## src/rtl/cpu_pkg.sv

```systemverilog
// Shared CPU definitions: reset defaults, NOP encoding, fetch FSM state encoding.
package cpu_pkg;

   localparam logic [15:0] NOP_ENC       = 16'h0000;
   localparam logic [15:0] RESET_PC_DEF  = 16'h0000;
   localparam logic [15:0] NOP_INSTR_DEF = NOP_ENC;
   localparam logic [15:0] PC_STEP       = 16'd2;

   typedef enum logic [1:0] {
      FS_REQ    = 2'd0,
      FS_WAIT   = 2'd1,
      FS_HALTED = 2'd2
   } fetch_state_t;

   // Instructions are halfword aligned, so branch targets drop bit 0.
   function automatic logic [15:0] align_pc(input logic [15:0] addr);
      return addr & 16'hFFFE;
   endfunction

endpackage

```

## src/rtl/cla_16bit.sv

```systemverilog
// 16-bit carry-lookahead adder built from four 4-bit groups; the sum wraps modulo 2^16.
module cla_16bit (
   input  logic [15:0] a,
   input  logic [15:0] b,
   input  logic        cin,
   output logic [15:0] sum
);

   logic [15:0] p;
   logic [14:0] g;
   logic [15:0] c;
   logic [2:0]  gg;
   logic [2:0]  gp;
   logic [3:0]  cg;

   always_comb begin
      p  = a ^ b;
      g  = a[14:0] & b[14:0];
      gg = '0;
      gp = '0;
      cg = '0;
      c  = '0;
      cg[0] = cin;
      // Group carries for the lower three groups; the top group's carry-out is not needed.
      for (int k = 0; k < 3; k++) begin
         gp[k] = &p[4*k +: 4];
         gg[k] = g[4*k+3]
               | (p[4*k+3] & g[4*k+2])
               | (p[4*k+3] & p[4*k+2] & g[4*k+1])
               | (p[4*k+3] & p[4*k+2] & p[4*k+1] & g[4*k]);
         cg[k+1] = gg[k] | (gp[k] & cg[k]);
      end
      for (int k = 0; k < 4; k++) begin
         c[4*k] = cg[k];
         for (int j = 1; j < 4; j++) begin
            c[4*k+j] = g[4*k+j-1] | (p[4*k+j-1] & c[4*k+j-1]);
         end
      end
   end

   assign sum = p ^ c;

endmodule

```

## src/rtl/fetch_skid_buf.sv

```systemverilog
// One-entry {instruction, pc_plus2} holding buffer for returns that arrive while decode stalls.
module fetch_skid_buf (
   input  logic        clk,
   input  logic        rst,
   input  logic        push,
   input  logic        pop,
   input  logic        flush,
   input  logic [15:0] instr_in,
   input  logic [15:0] pc2_in,
   output logic        full,
   output logic [15:0] instr,
   output logic [15:0] pc_plus2
);

   always_ff @(posedge clk) begin
      if (rst) begin
         full     <= 1'b0;
         instr    <= '0;
         pc_plus2 <= '0;
      end else if (flush) begin
         full <= 1'b0;
      end else if (push) begin
         full     <= 1'b1;
         instr    <= instr_in;
         pc_plus2 <= pc2_in;
      end else if (pop) begin
         full <= 1'b0;
      end
   end

endmodule

```

## src/rtl/fetch_stage.sv

```systemverilog
// Instruction fetch stage: owns the PC, keeps one read outstanding to imem and feeds decode.
// Handshakes: an imem request transfers at a posedge where imem_req && imem_ready; decode takes the output at a posedge where f_valid && !stall.
module fetch_stage
   import cpu_pkg::*;
#(
   parameter logic [15:0] RESET_PC  = RESET_PC_DEF,
   parameter logic [15:0] NOP_INSTR = NOP_INSTR_DEF
) (
   input  logic         clk,
   input  logic         rst,
   output logic         imem_req,
   output logic [15:0]  imem_addr,
   input  logic         imem_ready,
   input  logic         imem_rvalid,
   input  logic [15:0]  imem_rdata,
   input  logic         stall,
   input  logic         redirect,
   input  logic [15:0]  redirect_pc,
   input  logic         halt,
   output logic [15:0]  instruction,
   output logic [15:0]  pc_plus2,
   output logic         f_valid,
   output logic         halted,
   output fetch_state_t dbg_state
);

   fetch_state_t state;
   logic [15:0]  pc;
   logic [15:0]  pc_inc;
   logic [15:0]  redirect_target;
   logic         drop;
   logic         skid_full;
   logic [15:0]  skid_instr;
   logic [15:0]  skid_pc2;
   logic         consume;
   logic         issue;
   logic         capture;
   logic         to_output;
   logic         skid_push;
   logic         skid_pop;
   logic         skid_flush;

   cla_16bit u_pc_inc (
      .a   (pc),
      .b   (PC_STEP),
      .cin (1'b0),
      .sum (pc_inc)
   );

   assign imem_req        = (state == FS_REQ) && !skid_full;
   assign imem_addr       = pc;
   assign dbg_state       = state;
   assign redirect_target = align_pc(redirect_pc);
   assign consume         = f_valid && !stall;
   assign issue           = imem_req && imem_ready;
   assign capture         = (state == FS_WAIT) && imem_rvalid && !drop && !redirect && !halt;
   // A request is only issued with the skid empty, so a capture never meets a full skid.
   assign to_output       = !f_valid || consume;
   assign skid_push       = capture && !to_output;
   assign skid_pop        = consume && skid_full && !redirect && !halt;
   assign skid_flush      = redirect || halt;

   fetch_skid_buf u_skid (
      .clk      (clk),
      .rst      (rst),
      .push     (skid_push),
      .pop      (skid_pop),
      .flush    (skid_flush),
      .instr_in (imem_rdata),
      .pc2_in   (pc_inc),
      .full     (skid_full),
      .instr    (skid_instr),
      .pc_plus2 (skid_pc2)
   );

   always_ff @(posedge clk) begin
      if (rst) begin
         state       <= FS_REQ;
         pc          <= RESET_PC;
         drop        <= 1'b0;
         instruction <= NOP_INSTR;
         pc_plus2    <= RESET_PC + 16'd2;
         f_valid     <= 1'b0;
         halted      <= 1'b0;
      end else if (halt || state == FS_HALTED) begin
         state       <= FS_HALTED;
         halted      <= 1'b1;
         f_valid     <= 1'b0;
         instruction <= NOP_INSTR;
         drop        <= 1'b0;
      end else if (redirect) begin
         pc          <= redirect_target;
         f_valid     <= 1'b0;
         instruction <= NOP_INSTR;
         case (state)
            FS_REQ: begin
               // The old-address request still went out; its return must be thrown away.
               if (issue) begin
                  drop  <= 1'b1;
                  state <= FS_WAIT;
               end
            end
            FS_WAIT: begin
               if (imem_rvalid) begin
                  drop  <= 1'b0;
                  state <= FS_REQ;
               end else begin
                  drop <= 1'b1;
               end
            end
            default: ;
         endcase
      end else begin
         if (skid_pop) begin
            instruction <= skid_instr;
            pc_plus2    <= skid_pc2;
            f_valid     <= 1'b1;
         end else if (capture && to_output) begin
            instruction <= imem_rdata;
            pc_plus2    <= pc_inc;
            f_valid     <= 1'b1;
         end else if (consume) begin
            f_valid     <= 1'b0;
            instruction <= NOP_INSTR;
         end
         case (state)
            FS_REQ: begin
               if (issue) state <= FS_WAIT;
            end
            FS_WAIT: begin
               if (imem_rvalid) begin
                  state <= FS_REQ;
                  if (drop) drop <= 1'b0;
                  else      pc   <= pc_inc;
               end
            end
            default: ;
         endcase
      end
   end

endmodule

```

## config.mk

```make
export PLATFORM = sky130hd
export DESIGN_NAME = fetch_stage
export DESIGN_NICKNAME = d
export VERILOG_FILES = /design/src/rtl/cpu_pkg.sv /design/src/rtl/cla_16bit.sv /design/src/rtl/fetch_skid_buf.sv /design/src/rtl/fetch_stage.sv
export SDC_FILE = /design/constraint.sdc
export NUM_CORES = 1
export LEC_CHECK = 0
export CORE_ASPECT_RATIO = 1.75
export CORE_MARGIN = 10
export CORE_UTILIZATION = 54
export DETAILED_ROUTE_END_ITERATION = 8
export HOLD_SLACK_MARGIN = 0.12
export PLACE_DENSITY = 0.95
export SETUP_SLACK_MARGIN = 0.5
export SYNTH_ARGS = -nofsm -noshare
export SYNTH_HDL_FRONTEND = slang
export SYNTH_SLANG_ARGS = --single-unit
```

## constraint.sdc

```tcl
create_clock -name clk -period 5.2 [get_ports clk]
set_input_delay 1.04 -clock clk [delete_from_list [all_inputs] [get_ports clk]]
set_output_delay 1.04 -clock clk [all_outputs]
set_load 0.01 [all_outputs]
```

==> flow_metrics.py, run 1 <==
metrics = {
    "detailed_routing": {
        "wl_um": 10600,
        "ant_nets": 0,
        "via_count": 3510,
        "drc_errors": 0,
        "first_pass_iters": 5,
        "post_drt_wl_per_cell_um": 17.7,
        "vias_per_cell": 5.88,
        "drtIter0Drc": 266,
    },
    "global_routing": {
        "grt_max_degree": 58,
        "grt_pass1_wl_um": 17600,
        "grt_pass1_vias": 3609,
        "antenna_found_initial": 0,
        "grtUsageTotal_pct": 18.6,
        "grt-ovfl-total": 0,
    },
    "power_and_ir_drop": {
        "ir_drop_uv": 215,
        "leakage_nw": 2.05,
        "p_per_area_nw_per_um2": 268,
    },
    "cts": {
        "post-cts-setup-buffers": 0,
        "cts_buffer_depth": 2,
        "ctsHoldBuffers": 0,
        "insertion_delay_ns": 0.33,
        "ctsResizeCount": 0,
        "numCtsBuffers": 9,
        "cts_tree": "built",
        "root_buffer": "clkbuf_16",
        "cts_sinks": 83,
        "clk_pin_slew_worst_paths_ns": 0.06,
        "cts_max_level": 3,
    },
    "synthesis": {
        "synth_xor_xnor_area_share_pct": 0.873,
        "async_reset_ff_share_pct": 0,
        "synth-compound-area-share_pct": 21.8,
        "yosys.area.top_type": "dfxtp_1",
        "yosysTopAreaCellShare_pct": 41.4,
        "synth-edff-count": 0,
        "yosys_warnings": 0,
        "netlist_area_um2": 4010,
        "synthTopCellsByArea": "dfxtp_1 (41%), mux2i_1 (9.2%), a21oi_1 (6.4%), o2bb2ai_2 (6.0%), nand2_1 (5.9%)",
        "ys_ff_latch": 83,
        "ys.flop_type": "dfxtp_1",
        "syn_area_per_cell_um2": 9.16,
        "synth_fa_ha_area_share_pct": 3.12,
        "seq_area_frac_synth_pct": 41.4,
        "muxShareOfSynthArea_pct": 9.23,
        "synth_cell_types": 44,
        "synth_top_family_by_area": "compound AO/OA/AOI/OAI gates",
        "synthesis.instances": 438,
        "synth_simple_gate_area_share_pct": 18.0,
    },
    "sta": {
        "min_period_ns": 3.21,
        "drv_slew": 0,
        "fin_skew_ns": 0.00568,
        "hold_viol_final": 0,
        "max_slew_margin_pct": 22.5,
        "max_slew.worst_pin.slew_ns": 1.16,
        "rsz0062_at_grt": "no",
        "max_freq_ghz": 0.311,
        "setup_tns_ns": 0,
        "setup_viol": 0,
        "min_period_over_period_pct": 61.8,
    },
    "critical_path": {
        "crit_fanout": 31,
        "rr_startpoint": "dbg_state[0]",
        "worstPathRequired_ns": 5.38,
        "cp.arrival_ns": 3.40,
        "crit_path_end_kind": "flip-flop",
        "startpoint_type": "input port",
        "reg2reg_slack_ns": 2.97,
        "startpoint": "redirect",
        "worstSetupPathType": "input port to flip-flop",
    },
    "flow_run": {
        "maxCapViolCount": 0,
    },
    "final_layout": {
        "layout-drive-gt1-share_pct": 10.4,
        "finish.instance_area_um2": 5140,
        "syn2layout_area_growth_pct": 28.0,
        "antenna_cells": 0,
        "final_cell_mix": "clkdlybuf4s50_1 (87), dfxtp_1 (83), nand2_1 (62), a21oi_1 (51), mux2i_1 (37)",
        "layout_commonest_cell": "clkdlybuf4s50_1",
        "nets": 555,
        "fillers": 529,
    },
    "die": {
        "io_pins": 92,
        "die_w_um": 85.2,
        "fp-row-count": 41,
        "die_h_um": 134,
        "initial_core_util_pct": 55.5,
        "dieArea_um2": 11400,
        "core_area_um2": 7230,
    },
    "min_path": {
        "min_path_type": "flip-flop to flip-flop",
        "worst_hold_startpoint": "u_skid.instr[15]",
    },
    "placement": {
        "post-dp-hpwl_um": 7350,
        "placed_area_um2": 4840,
        "portBuffers": 88,
        "gp_congestion": 0.784,
    },
    "outcome": {
        "outcome": "finished clean",
    },
}
## worst paths after layout
check	end	cells after the start
max reg2reg	u_skid.pc_plus2[2]	4
max	u_skid.pc_plus2[2]	6
min reg2reg	u_skid.instr[15]	2
min	u_skid.instr[15]	2
## state kept, by name, indices dropped and copies added, names as in the netlist, 2 cells and up
name and count:
imem_addr 15, u_skid.pc_plus2 15, dbg_state 2, u_skid.instr 16, instruction 16, pc_plus2 15
## metal layers
metal  global-route usage (%)  vias to the layer above  part of all wire [%]  wire length, µm
met5                        0                        -                     0                0
met4                     8.64                        0                   2.6              277
met3                     6.85                       22                   6.7              707
met2                     33.4                      112                    53             5630
met1                     18.0                     1705                    37             3960
li1                         -                     1671                     -                -
## critical path: stages
cell	delay, ns
clkdlybuf4s50_1	0.40
buf_4	0.24
or2_4	0.32
or4_1	1.03
nand2_1	0.24
a21oi_1	0.10
## synthesized netlist by cell type, drive strengths merged (5+ instances only)
library cell  number
nor2              21
nor2b             17
dfxtp             83
nand2             63
ha                10
clkbuf            20
or3               17
buf               18
o31ai              5
o21ai             34
o2bb2ai           16
nor3               6
a21oi             51
mux2i             37
## per-stage QoR
| stage | util (%) | power [mW] | instances | setup slack (ns) | hold slack (ns) |
|---|---|---|---|---|---|
| 3_5_place_dp | 67.0 | 0.779 | 581 | 1.66 | 0.450 |
| 4_1_cts | 71.0 | 1.39 | 597 | 2.02 | 0.458 |
| 2_1_floorplan | - | 0.723 | 439 | 2.76 | 0.436 |
| 3_3_place_gp | 67.0 | 0.774 | 581 | 1.72 | 0.441 |
| 5_1_grt | 71.0 | 1.43 | 597 | 1.86 | 0.477 |
| 6_report | 71.0 | 1.38 | 597 | 1.99 | 0.456 |
## final cells by class
class                      count  area (µm²)  share of cell area [%]
tap                           86         108                    2.10
sequential                    83        1660                    32.4
clock buffer                  15         288                    5.60
inverter                       2        7.51                   0.146
multi-input combinational    316        2150                    41.8
clock inverter                 1        5.00                  0.0974
timing repair buffer          94         921                    17.9
## report_power, final
| group | switching [mW] | total, mW | internal (mW) |
|---|---|---|---|
| Clock | 0.236 | 0.611 | 0.375 |
| Combinational | 0.0588 | 0.117 | 0.0578 |
| Sequential | 0.00750 | 0.650 | 0.642 |
## logic make-up (layout without fill, tap and decap cells)
group / count (synthesis) / after routing
flip-flops: 83 / 83
AND/OR/NAND/NOR: 143 / 143
AO/OA/AOI/OAI: 120 / 120
buffers and inverters: 40 / 112
other: 1 / 2
adder cells (fa/ha/maj): 10 / 10
XOR/XNOR: 4 / 4
multiplexers: 37 / 37
(Power assumes the default switching activity.)
==> inputs of run 2 (changes only) <==
--- a/config.mk
+++ b/config.mk
@@ -7,10 +7,10 @@
 export LEC_CHECK = 0
 export CORE_ASPECT_RATIO = 1.75
 export CORE_MARGIN = 10
-export CORE_UTILIZATION = 54
+export CORE_UTILIZATION = 50
 export DETAILED_ROUTE_END_ITERATION = 8
 export HOLD_SLACK_MARGIN = 0.12
-export PLACE_DENSITY = 0.95
+export PLACE_DENSITY = 0.91
 export SETUP_SLACK_MARGIN = 0.5
 export SYNTH_ARGS = -nofsm -noshare
 export SYNTH_HDL_FRONTEND = slang
==> constraint.sdc (replaced) <==
create_clock -name clk -period 3 [get_ports clk]
set_input_delay 0.6 -clock clk [delete_from_list [all_inputs] [get_ports clk]]
set_output_delay 0.6 -clock clk [all_outputs]
set_load 0.01 [all_outputs]
==> flow_metrics.py, run 2 (synthesis gave the netlist of run 1 again) <==
metrics = {
    "global_routing": {
        "grt_pass1_vias": 3597,
        "grt_use_met3_pct": 5.41,
        "busiest_layer": "met2",
        "use_met1_pct": 17.8,
        "antenna_found_initial": 0,
        "grt-ovfl-total": 0,
        "grtUsageTotal_pct": 17.6,
        "grt_max_degree": 50,
        "grt_pass1_wl_um": 17600,
        "use_met2_pct": 31.1,
    },
    "min_path": {
        "worst_hold_startpoint": "u_skid.pc_plus2[5]",
        "min_path_type": "flip-flop to flip-flop",
        "hold_path_end": "u_skid.pc_plus2[5]",
        "min_path_cells": 2,
    },
    "die": {
        "die_h_um": 139,
        "fp-row-count": 43,
        "die_w_um": 87.7,
        "initial_core_util_pct": 51.1,
        "io_pins": 92,
        "core_area_um2": 7860,
        "dieArea_um2": 12100,
    },
    "placement": {
        "placed_area_um2": 4890,
        "dpl.cell_count": 590,
        "post-dp-hpwl_um": 7570,
        "portBuffers": 88,
        "gp_congestion": 0.793,
    },
    "sta": {
        "min_period_over_period_pct": 76.3,
        "setup_viol": 0,
        "max_freq_ghz": 0.437,
        "fin_skew_ns": 0.00656,
        "max_slew_margin_pct": 64.1,
        "setup_tns_ns": 0,
        "max_slew.worst_pin.slew_ns": 0.539,
        "whs_ns": 0.456,
        "hold_viol_final": 0,
        "rsz0062_at_grt": "no",
        "drv_slew": 0,
        "min_period_ns": 2.29,
    },
    "final_layout": {
        "nets": 560,
        "top_regs": "instruction (16), u_skid.instr (16)",
        "syn2layout_area_growth_pct": 29.2,
        "layout-drive-gt1-share_pct": 11.3,
        "final_cell_mix": "clkdlybuf4s50_1 (87), dfxtp_1 (83), nand2_1 (62), a21oi_1 (51), mux2i_1 (37)",
        "layout_commonest_cell": "clkdlybuf4s50_1",
        "antenna_cells": 0,
        "finish.instance_area_um2": 5190,
        "instances_no_fill": 605,
    },
    "detailed_routing": {
        "wl_um": 10800,
        "via_count": 3470,
        "ant_nets": 0,
        "vias_per_cell": 5.74,
        "drc_errors": 0,
        "drtIter0Drc": 206,
        "first_pass_iters": 4,
        "post_drt_wl_per_cell_um": 17.8,
    },
    "critical_path": {
        "reg2regPathDepth": 8,
        "worstPathRequired_ns": 3.25,
        "reg2reg_slack_ns": 0.76,
        "worstSetupPathType": "input port to flip-flop",
        "rr_startpoint": "imem_addr[1]",
        "startpoint_type": "input port",
        "crit_path_end_kind": "flip-flop",
        "cp.arrival_ns": 2.54,
        "reg2reg_to": "pc_plus2[15]",
        "crit_fanout": 26,
    },
    "flow_run": {
        "maxCapViolCount": 0,
    },
    "cts": {
        "post-cts-setup-buffers": 0,
        "cts_max_level": 3,
        "cts_tree": "built",
        "numCtsBuffers": 9,
        "cts_sinks": 83,
        "root_buffer": "clkbuf_16",
        "clk_pin_slew_worst_paths_ns": 0.06,
        "cts_buffer_depth": 2,
        "insertion_delay_ns": 0.33,
    },
    "power_and_ir_drop": {
        "p_per_area_nw_per_um2": 469,
        "ir_drop_uv": 461,
        "leakage_nw": 2.07,
    },
    "outcome": {
        "outcome": "finished clean",
    },
}
## run 2: metrics by stage
step                util [%]  total power [mW]  worst slack (ns)
floorplan                  -              1.25             0.997
global placement        62.2              1.34             0.425
detailed placement      62.2              1.35             0.373
CTS                     66.0              2.44             0.664
global route            66.0              2.50             0.577
finish                  66.0              2.43             0.710
## run 2: final cells by class
type	count	area, µm²
Fill cell	604	2670
Multi-Input combinational cell	316	2150
Sequential cell	83	1660
Timing Repair Buffer	99	958
Clock buffer	13	260
Tap cell	90	113
Clock inverter	2	35.0
Inverter	2	7.51
## run 2: power by group
group	switching (mW)	internal [mW]	total (mW)
registers	0.0136	1.11	1.13
clock network	0.417	0.685	1.10
logic	0.101	0.101	0.203
total	0.532	1.90	2.43
## run 2: worst max-delay path by stage
stage                       from                to  slack [ns]
detailed placement      redirect      pc_plus2[14]        0.37
CTS                 imem_addr[1]      pc_plus2[15]        0.66
global placement        redirect      pc_plus2[13]        0.43
floorplan               redirect  u_skid.instr[10]         1.0
global route        imem_addr[1]      pc_plus2[15]        0.58
finish                  redirect      pc_plus2[14]        0.71
## run 2: repair_timing
item | CTS | global route
hold buffers | 0 | 0
gates resized for setup | 0 | 1
endpoints found under the setup margin | 0 | 1
## run 2: routing by layer
metal	vias up	share of wire [%]
met4	0	3.1
met5	-	0
met1	1642	38
met2	121	52
li1	1682	-
met3	25	6.6
## run 2: critical path, stage by stage
cell             delay [ns]
clkdlybuf4s50_1        0.53
nor4b_4                0.42
a22oi_2                0.15
or3_1                  0.36
buf_4                  0.26
o21ai_0                0.22
==> inputs of run 3 (changes only) <==
--- a/config.mk
+++ b/config.mk
@@ -7,10 +7,10 @@
 export LEC_CHECK = 0
 export CORE_ASPECT_RATIO = 1.75
 export CORE_MARGIN = 10
-export CORE_UTILIZATION = 50
+export CORE_UTILIZATION = 45
 export DETAILED_ROUTE_END_ITERATION = 8
 export HOLD_SLACK_MARGIN = 0.12
-export PLACE_DENSITY = 0.91
+export PLACE_DENSITY = 0.87
 export SETUP_SLACK_MARGIN = 0.5
 export SYNTH_ARGS = -nofsm -noshare
 export SYNTH_HDL_FRONTEND = slang
==> constraint.sdc (replaced) <==
create_clock -name clk -period 1.9 [get_ports clk]
set_input_delay 0.38 -clock clk [delete_from_list [all_inputs] [get_ports clk]]
set_output_delay 0.38 -clock clk [all_outputs]
set_load 0.01 [all_outputs]
==> flow_metrics.py, run 3 (synthesis gave the netlist of run 1 again) <==
metrics = {
    "power_and_ir_drop": {
        "p_sw_share_pct": 24.1,
        "p_seq_share_pct": 47.5,
        "leakage_nw": 2.56,
        "ir_drop_uv": 595,
        "pwr-share-clk_pct": 41.4,
        "p_per_area_nw_per_um2": 600,
        "switchingPower_mw": 0.899,
        "intPower_mw": 2.83,
        "p_comb_share_pct": 11.1,
    },
    "sta": {
        "min_period_over_period_pct": 96.5,
        "postLayoutSetupSlackWorst_ns": 0.0658,
        "drv_slew": 0,
        "min_period_ns": 1.83,
        "max_freq_ghz": 0.545,
        "rsz0062_at_grt": "yes",
        "hold_viol_final": 0,
        "fin_skew_ns": 0.00802,
        "whs_ns": 0.459,
        "setup_viol": 0,
    },
    "critical_path": {
        "startpoint_type": "flip-flop",
        "reg2regPathDepth": 8,
        "worstSetupPathType": "flip-flop to flip-flop",
        "startpoint": "imem_addr[7]",
        "reg2reg_slack_ns": 0.07,
        "reg2reg_to": "imem_addr[10]",
        "crit_fanout": 2,
        "worstPathRequired_ns": 2.17,
        "rr_startpoint": "imem_addr[7]",
        "cp.arrival_ns": 2.10,
        "crit_path_end_kind": "flip-flop",
    },
    "global_routing": {
        "antenna_found_initial": 0,
        "grt-ovfl-total": 0,
        "grtUsageTotal_pct": 19.8,
        "grt_pass1_vias": 4110,
        "grt_pass1_wl_um": 21300,
        "grt_max_degree": 37,
    },
    "final_layout": {
        "nets": 602,
        "final_cell_mix": "dfxtp_1 (63), nand2_2 (37), mux2i_1 (36), a21oi_1 (36), clkdlybuf4s50_1 (32)",
        "antenna_cells": 0,
        "layout-drive-gt1-share_pct": 39.1,
        "syn2layout_area_growth_pct": 54.7,
        "top_regs": "instruction (16), u_skid.instr (16)",
        "instances_no_fill": 674,
        "layout_commonest_cell": "dfxtp_1",
    },
    "cts": {
        "ctsHoldBuffers": 0,
        "cts_sinks": 83,
        "numCtsBuffers": 9,
        "cts_tree": "built",
        "root_buffer": "clkbuf_16",
        "cts_max_level": 3,
        "insertion_delay_ns": 0.34,
        "cts_buffer_depth": 2,
        "clk_pin_slew_worst_paths_ns": 0.06,
    },
    "detailed_routing": {
        "met3_length_um": 830,
        "ant_nets": 0,
        "drtIter0Drc": 246,
        "via_count": 3904,
        "wl_um": 14200,
        "first_pass_iters": 5,
        "post_drt_wl_per_cell_um": 21.1,
        "met2_length_um": 7520,
        "vias_per_cell": 5.79,
        "drc_errors": 0,
        "highest_layer": "met4",
        "wl_met1_um": 5030,
    },
    "placement": {
        "post-dp-hpwl_um": 8170,
        "dp_slack_ns": -0.365,
        "gp_congestion": 0.842,
        "portBuffers": 88,
        "dpl.cell_count": 626,
    },
    "die": {
        "fp-row-count": 45,
        "dieArea_um2": 13200,
        "initial_core_util_pct": 46.3,
        "io_pins": 92,
        "core_area_um2": 8670,
        "die_h_um": 145,
        "die_w_um": 91.4,
    },
    "min_path": {
        "worst_hold_startpoint": "u_skid.instr[13]",
        "hold_path_end": "u_skid.instr[13]",
        "min_path_cells": 2,
        "min_path_type": "flip-flop to flip-flop",
    },
    "outcome": {
        "outcome": "finished clean",
    },
    "flow_run": {
        "maxCapViolCount": 0,
    },
}
==> run 3: cell count changes in the layout (fill, tap and decap cells not counted), moves of 15 or more <==
cell / before / now
a21oi_2: 0 / 15
clkdlybuf4s50_1: 87 / 32
a21oi_1: 51 / 36
nand2_1: 62 / 25
nand2_2: 1 / 37
dfxtp_1: 83 / 63
dlygate4sd2_1: 0 / 25
clkdlybuf4s15_1: 0 / 16
==> run 3: per-stage QoR <==
step / TNS [ns] / power, mW / instance area (µm²) / utilization [%]
finish: 0 / 3.73 / 6210 / 71.6
global route: -0.0239 / 3.86 / 6210 / 71.6
CTS: 0 / 3.71 / 5810 / 67.0
detailed placement: -23.37 / 2.15 / 5180 / 59.7
global placement: -19.97 / 2.14 / 5180 / 59.7
floorplan: 0 / 1.99 / 4230 / -
==> run 3: cell type report <==
class                      count  area, µm²
multi-input combinational    320       2710
fill                         613       2460
sequential                    83       1720
timing repair buffer         137       1370
clock buffer                  12        236
tap                          117        146
clock inverter                 3       16.3
inverter                       2       7.51
==> run 3: how the worst max path moves through the flow <==
stage                                  to  slack [ns]
after floorplan           instruction[10]        0.17
after global placement      imem_addr[11]       -0.30
after detailed placement    imem_addr[10]       -0.37
after CTS                   imem_addr[11]        0.07
after global routing        imem_addr[11]       -0.02
final                       imem_addr[10]        0.07
==> run 3: what timing repair did <==
item,CTS,global route
buffers inserted,18,5
resized for setup,133,101
cloned,10,0
setup endpoints to repair,129,91
pin swaps,19,33
==> run 3: worst max-delay path: stages, from the launching register on <==
cell     delay (ns)
dfxtp_4        0.34
nand4_1        0.14
nor2_1         0.07
ha_2           0.20
ha_4           0.16
ha_4           0.26
mux2i_1        0.06
or3_1          0.38
a21oi_2        0.15
==> run 3: power groups by stage <==
stage / logic (mW) / clock network (mW) / registers, mW
3_3_place_gp: 0.330 / 0 / 1.81
5_1_grt: 0.440 / 1.65 / 1.77
6_report: 0.414 / 1.54 / 1.77
2_1_floorplan: 0.178 / 0 / 1.81
3_5_place_dp: 0.339 / 0 / 1.81
4_1_cts: 0.378 / 1.56 / 1.77
==> run 3: per-layer routing <==
layer / global-route usage, % / vias up
met2: 35.4 / 177
li1: - / 1775
met1: 19.0 / 1897
met5: 0 / -
met4: 13.5 / 0
met3: 5.31 / 55
